File: src/rtl/fetch_ctrl.sv
// Instruction fetch/decode sequencer: requests a word, latches it, classifies it as a
// sequential or control-transfer instruction and issues a single PC write strobe per
// instruction. Every output is decoded from registered state only.
module fetch_ctrl #(
    parameter int unsigned ACK_TIMEOUT = 15,
    parameter int unsigned CNT_W       = 8
) (
    input  logic             clk,
    input  logic             rst,
    input  logic             start,
    output logic             imem_req,
    input  logic             imem_ack,
    input  logic [31:0]      inst,
    input  logic             zero,
    input  logic             stall,
    output logic [2:0]       pc_src,
    output logic             pc_we,
    output logic [31:0]      ir,
    output logic             ir_valid,
    output logic             halted,
    output logic             error,
    output logic [CNT_W-1:0] redirect_cnt
);

    localparam int unsigned WAIT_W = $clog2(ACK_TIMEOUT + 1);

    localparam logic [2:0] S_IDLE   = 3'd0;
    localparam logic [2:0] S_FETCH  = 3'd1;
    localparam logic [2:0] S_DECODE = 3'd2;
    localparam logic [2:0] S_UPDATE = 3'd3;
    localparam logic [2:0] S_HALT   = 3'd4;
    localparam logic [2:0] S_ERROR  = 3'd5;

    localparam logic [2:0] SRC_SEQ  = 3'b000;
    localparam logic [2:0] SRC_JR   = 3'b001;
    localparam logic [2:0] SRC_BEQ  = 3'b010;
    localparam logic [2:0] SRC_BNE  = 3'b011;
    localparam logic [2:0] SRC_J    = 3'b100;
    localparam logic [2:0] SRC_HOLD = 3'b111;

    logic [2:0]        state_q, state_d;
    logic [WAIT_W-1:0] wait_q, wait_d;
    logic [31:0]       ir_q, ir_d;
    logic              ir_valid_q, ir_valid_d;
    logic [2:0]        src_q, src_d;
    logic [CNT_W-1:0]  cnt_q, cnt_d;

    logic [5:0]        opcode;
    logic [5:0]        funct;
    logic [2:0]        dec_src;
    logic              dec_halt;

    assign opcode = ir_q[31:26];
    assign funct  = ir_q[5:0];

    // Classify the latched instruction; branch outcome folds in the live zero flag,
    // which only gets captured on the cycle DECODE is left.
    always_comb begin
        dec_src  = SRC_SEQ;
        dec_halt = 1'b0;
        case (opcode)
            6'b000000: if (funct == 6'b001000) dec_src = SRC_JR;
            6'b000100: dec_src = zero ? SRC_BEQ : SRC_SEQ;
            6'b000101: dec_src = zero ? SRC_SEQ : SRC_BNE;
            6'b000010: dec_src = SRC_J;
            6'b111111: dec_halt = 1'b1;
            default:   dec_src = SRC_SEQ;
        endcase
    end

    // Next-state and datapath register updates.
    always_comb begin
        state_d    = state_q;
        wait_d     = wait_q;
        ir_d       = ir_q;
        ir_valid_d = ir_valid_q;
        src_d      = src_q;
        cnt_d      = cnt_q;
        case (state_q)
            S_IDLE: begin
                if (start) begin
                    state_d    = S_FETCH;
                    wait_d     = '0;
                    ir_valid_d = 1'b0;
                end
            end
            S_FETCH: begin
                // Ack wins over the timeout when both land on the same cycle.
                if (imem_ack) begin
                    ir_d       = inst;
                    ir_valid_d = 1'b1;
                    state_d    = S_DECODE;
                end else if (wait_q == WAIT_W'(ACK_TIMEOUT - 1)) begin
                    state_d = S_ERROR;
                end else begin
                    wait_d = wait_q + WAIT_W'(1);
                end
            end
            S_DECODE: begin
                if (!stall) begin
                    if (dec_halt) begin
                        state_d = S_HALT;
                    end else begin
                        state_d = S_UPDATE;
                        src_d   = dec_src;
                    end
                end
            end
            S_UPDATE: begin
                state_d    = S_FETCH;
                wait_d     = '0;
                ir_valid_d = 1'b0;
                if (src_q != SRC_SEQ && cnt_q != {CNT_W{1'b1}}) begin
                    cnt_d = cnt_q + CNT_W'(1);
                end
            end
            S_HALT:  state_d = S_HALT;
            S_ERROR: state_d = S_ERROR;
            default: state_d = S_IDLE;
        endcase
    end

    // State registers, cleared asynchronously.
    always_ff @(posedge clk or negedge rst) begin
        if (!rst) begin
            state_q    <= S_IDLE;
            wait_q     <= '0;
            ir_q       <= '0;
            ir_valid_q <= 1'b0;
            src_q      <= SRC_SEQ;
            cnt_q      <= '0;
        end else begin
            state_q    <= state_d;
            wait_q     <= wait_d;
            ir_q       <= ir_d;
            ir_valid_q <= ir_valid_d;
            src_q      <= src_d;
            cnt_q      <= cnt_d;
        end
    end

    // Moore outputs decoded from the state register.
    always_comb begin
        imem_req     = (state_q == S_FETCH);
        pc_we        = (state_q == S_UPDATE);
        pc_src       = (state_q == S_UPDATE) ? src_q : SRC_HOLD;
        halted       = (state_q == S_HALT);
        error        = (state_q == S_ERROR);
        ir           = ir_q;
        ir_valid     = ir_valid_q;
        redirect_cnt = cnt_q;
    end

endmodule

File: config.mk
export PLATFORM = sky130hd
export DESIGN_NAME = fetch_ctrl
export DESIGN_NICKNAME = d
export VERILOG_FILES = /design/src/rtl/fetch_ctrl.sv
export SDC_FILE = /design/constraint.sdc
export NUM_CORES = 1
export LEC_CHECK = 0
export BUFFER_PORTS_ARGS = -buffer_cell sky130_fd_sc_hd__buf_2
export CORE_UTILIZATION = 44
export DETAILED_ROUTE_END_ITERATION = 8
export PLACE_DENSITY = 0.85
export REMOVE_ABC_BUFFERS = 1
export SLEW_MARGIN = 20
export SYNTH_ARGS = -nofsm -noshare
export SYNTH_HDL_FRONTEND = slang
export SYNTH_SLANG_ARGS = --single-unit
File: constraint.sdc
create_clock -name clk -period 1.9 [get_ports clk]
set_clock_uncertainty 0.15 [all_clocks]
set_input_delay 0.57 -clock clk [delete_from_list [all_inputs] [get_ports clk]]
set_output_delay 0.57 -clock clk [all_outputs]
set_load 0.02 [all_outputs]
==> impl_metrics.toml <==
[sta]
tightest_slew_ps = 506
drv_slew = 0
setup_slack_ps = -115
rsz0062_at_grt = "true"
finalSetupViolations = 7
fin_crit_sh_pct = 106
finalHoldViolCount = 0
min_period_ps = 2020
max_freq_mhz = 496
slew_headroom_pct = 65.8

[setup_path]
crit_end = "pc_src[1]"
endpoint_kind = "output port"
reg2reg_slack_ps = 10
cp.arrival_ps = 1300
reg2reg_from = "state_q[2]"
critPathMaxFanout = 5
crit_start = "state_q[2]"
r2r-end = "redirect_cnt[1]"
required_ps = 1180
crit_type = "flop to output port"
reg2regPathDepth = 6
critPathLaunchType = "flop"

[drt]
vias_per_cell = 4.95
firstDrtPassIters = 4
wirelength_mm = 5.00
post-route-drc-count = 0
ant_nets = 0
dr.first_iter.drc_count = 65
post_drt_wl_per_cell_um = 14.0
vias = 1761

[logic_synthesis]
synth_top_area_share_pct = 55.3
postSynthAreaPerCell_um2 = 12.8
synth_top_family_by_area = "multiplexers"
synthAdderAreaFrac_pct = 1.63
yosys.area_share.simple_pct = 12.3
synth.distinct_cells = 37
synth_compound_area_share_pct = 6.07
syn_inst = 180
ys_ff_latch = 51
synth-edff-count = 0
synthTopCellsByArea = "dfrtp_1 (55%), mux2_1 (15%), mux2_2 (2.9%)"
synth_warnings = 0
yosysTopAreaCell = "dfrtp_1"
yosysSeqAreaShare_pct = 55.3
syn-cell-area_um2 = 2310
synthMuxAreaShare_pct = 18.1
async_flop_share_pct = 100
synthXorXnorAreaFrac_pct = 3.04
synth_ff_type = "dfrtp_1"

[global_routing]
antenna_found_initial = 0
grt_max_degree = 52
grt_usage_pct = 18.8
gr-total-overflow = 0
grt_pass1_vias = 1712
grt_pass1_wl_mm = 7.76

[die]
fp.dieH_um = 74.4
std_cell_rows = 25
ios = 86
die_x_um = 74.4
start_util_pct = 47.3
fp.dieArea_um2 = 5540
core-area_um2 = 4880

[power_and_ir_drop]
vdd_ir_drop_max_v = 0.000857
p_leak_nw = 1.56
cellPowerDensity_nw_per_um2 = 1590

[cells_and_area]
fin_nets = 329
area_growth_pct = 38.6
final_area_um2 = 3200
drive_gt1_share_pct = 49.1
antenna_cells = 0
fillers = 370
fin_util_pct = 65.5

[place]
dp_hpwl_mm = 3.44
routabilityCongestion = 0.804
portBuffers = 85
placed_area_um2 = 2870
place_ws_ps = -62.8

[worst_hold_path]
min_path_type = "input port to async pin"

[clock_network]
cts_buffer_depth = 2
clk_pin_slew_ps = 90
clock_latency_ps = 300
cts_num_sinks = 51
cts_tree = "yes"
cts-htree-levels = 2
numCtsBuffers = 5
root_buffer = "clkbuf_8"
cts_hold_buf = 0

[status]
outcome = "complete, but fails checks"
violations = "setup timing"

[run]
maxCapViolCount = 0
-- Yosys cell counts, drive strengths merged (2+ instances only) --
cell    instances
dfrtp          51
mux2           37
inv             9
nor2            9
nand3           7
xnor2           7
buf             6
a21oi           5
nand2           5
nor3            5
o21ai           5
or3             5
nand4           4
and3            3
ha              3
nand2b          3
nand3b          2
-- worst max-delay path, stage by stage (launching register included) --
cell      delay (ps)
dfrtp_2          470
nand3b_4         200
inv_6            120
nand2b_4          60
buf_6            130
-- power by group --
| part | leakage [nW] | total (W) | internal [W] | switching [W] |
|---|---|---|---|---|
| clock network | 0.0581 | 0.000761 | 0.000393 | 0.000369 |
| logic | 0.872 | 0.00246 | 0.00113 | 0.00133 |
| registers | 0.631 | 0.00184 | 0.00152 | 0.000325 |
| total | 1.56 | 0.00507 | 0.00305 | 0.00202 |
-- sequential cells by signal (all words and copies together) (netlist names) --
| register | count |
|---|---|
| ir | 32 |
| ir_valid | 1 |
| redirect_cnt | 8 |
| src_q | 3 |
| state_q | 3 |
| wait_q | 4 |
-- logic make-up (layout without fill, tap and decap cells) --
group	count (synthesis)	count (layout)
xor gates and xnor gates	8	8
and+or+nand+nor	49	49
DFF	51	51
AOI/OAI and AO/OA	17	17
buffers and inverters	15	124
adders and majority gates	3	3
muxes	37	37
-- stage by stage --
step                      hold WS, ps  std cells  power, W  TNS (ps)
after floorplan                   124        174   0.00313    -12880
after global placement            313        334   0.00387         0
after detailed placement          320        334   0.00395     -62.8
after CTS                        95.6        352   0.00497      -389
after global routing              102        356   0.00538      -914
final                            89.2        356   0.00507      -589
-- cell usage in the layout, fill, tap and decap left out, types with 2 or more instances in the layout --
master	instances
buf_2	79
dfrtp_1	48
mux2_1	30
buf_4	17
buf_6	8
nand3_1	7
nor2_1	7
xnor2_1	7
mux2_2	6
inv_1	5
o21ai_0	5
or3_1	5
a21oi_1	5
clkbuf_8	5
nand2_1	4
nor3_1	4
nand4_1	4
inv_2	3
and3_1	3
nand2b_4	3
ha_1	3
buf_12	3
dfrtp_2	3
nor2_4	2
-- area by class of cell --
class | count | area, µm² | area share [%]
Clock buffer | 5 | 68.8 | 2.15
Inverter | 9 | 38.8 | 1.21
Clock inverter | 3 | 43.8 | 1.37
Multi-Input combinational cell | 114 | 1010 | 31.5
Tap cell | 67 | 83.8 | 2.62
Timing Repair Buffer | 107 | 673 | 21.1
Sequential cell | 51 | 1280 | 40.0
-- per-layer routing --
metal,GRT usage [%],part of all wire [%]
met5,0,0
met4,6.92,2.2
met3,5.96,6.3
met2,32.8,50
met1,21.5,41
-- worst min path at each step --
stage / slack (ps) / startpoint / end
2_1_floorplan: 120 / rst / ir[0]
3_3_place_gp: 310 / ir[7] / ir[7]
3_5_place_dp: 320 / ir[7] / ir[7]
4_1_cts: 100 / rst / ir[17]
5_1_grt: 100 / rst / wait_q[1]
6_report: 90 / rst / wait_q[1]
-- repair_timing --
action                                 4_1_cts  5_1_grt
endpoints found under the hold margin        0        0
pin swaps                                    3        2
setup buffers                               10        4
setup endpoints to repair                    8       12
gates resized for setup                     25        8
No activity file was read; power rests on OpenSTA's default activity.
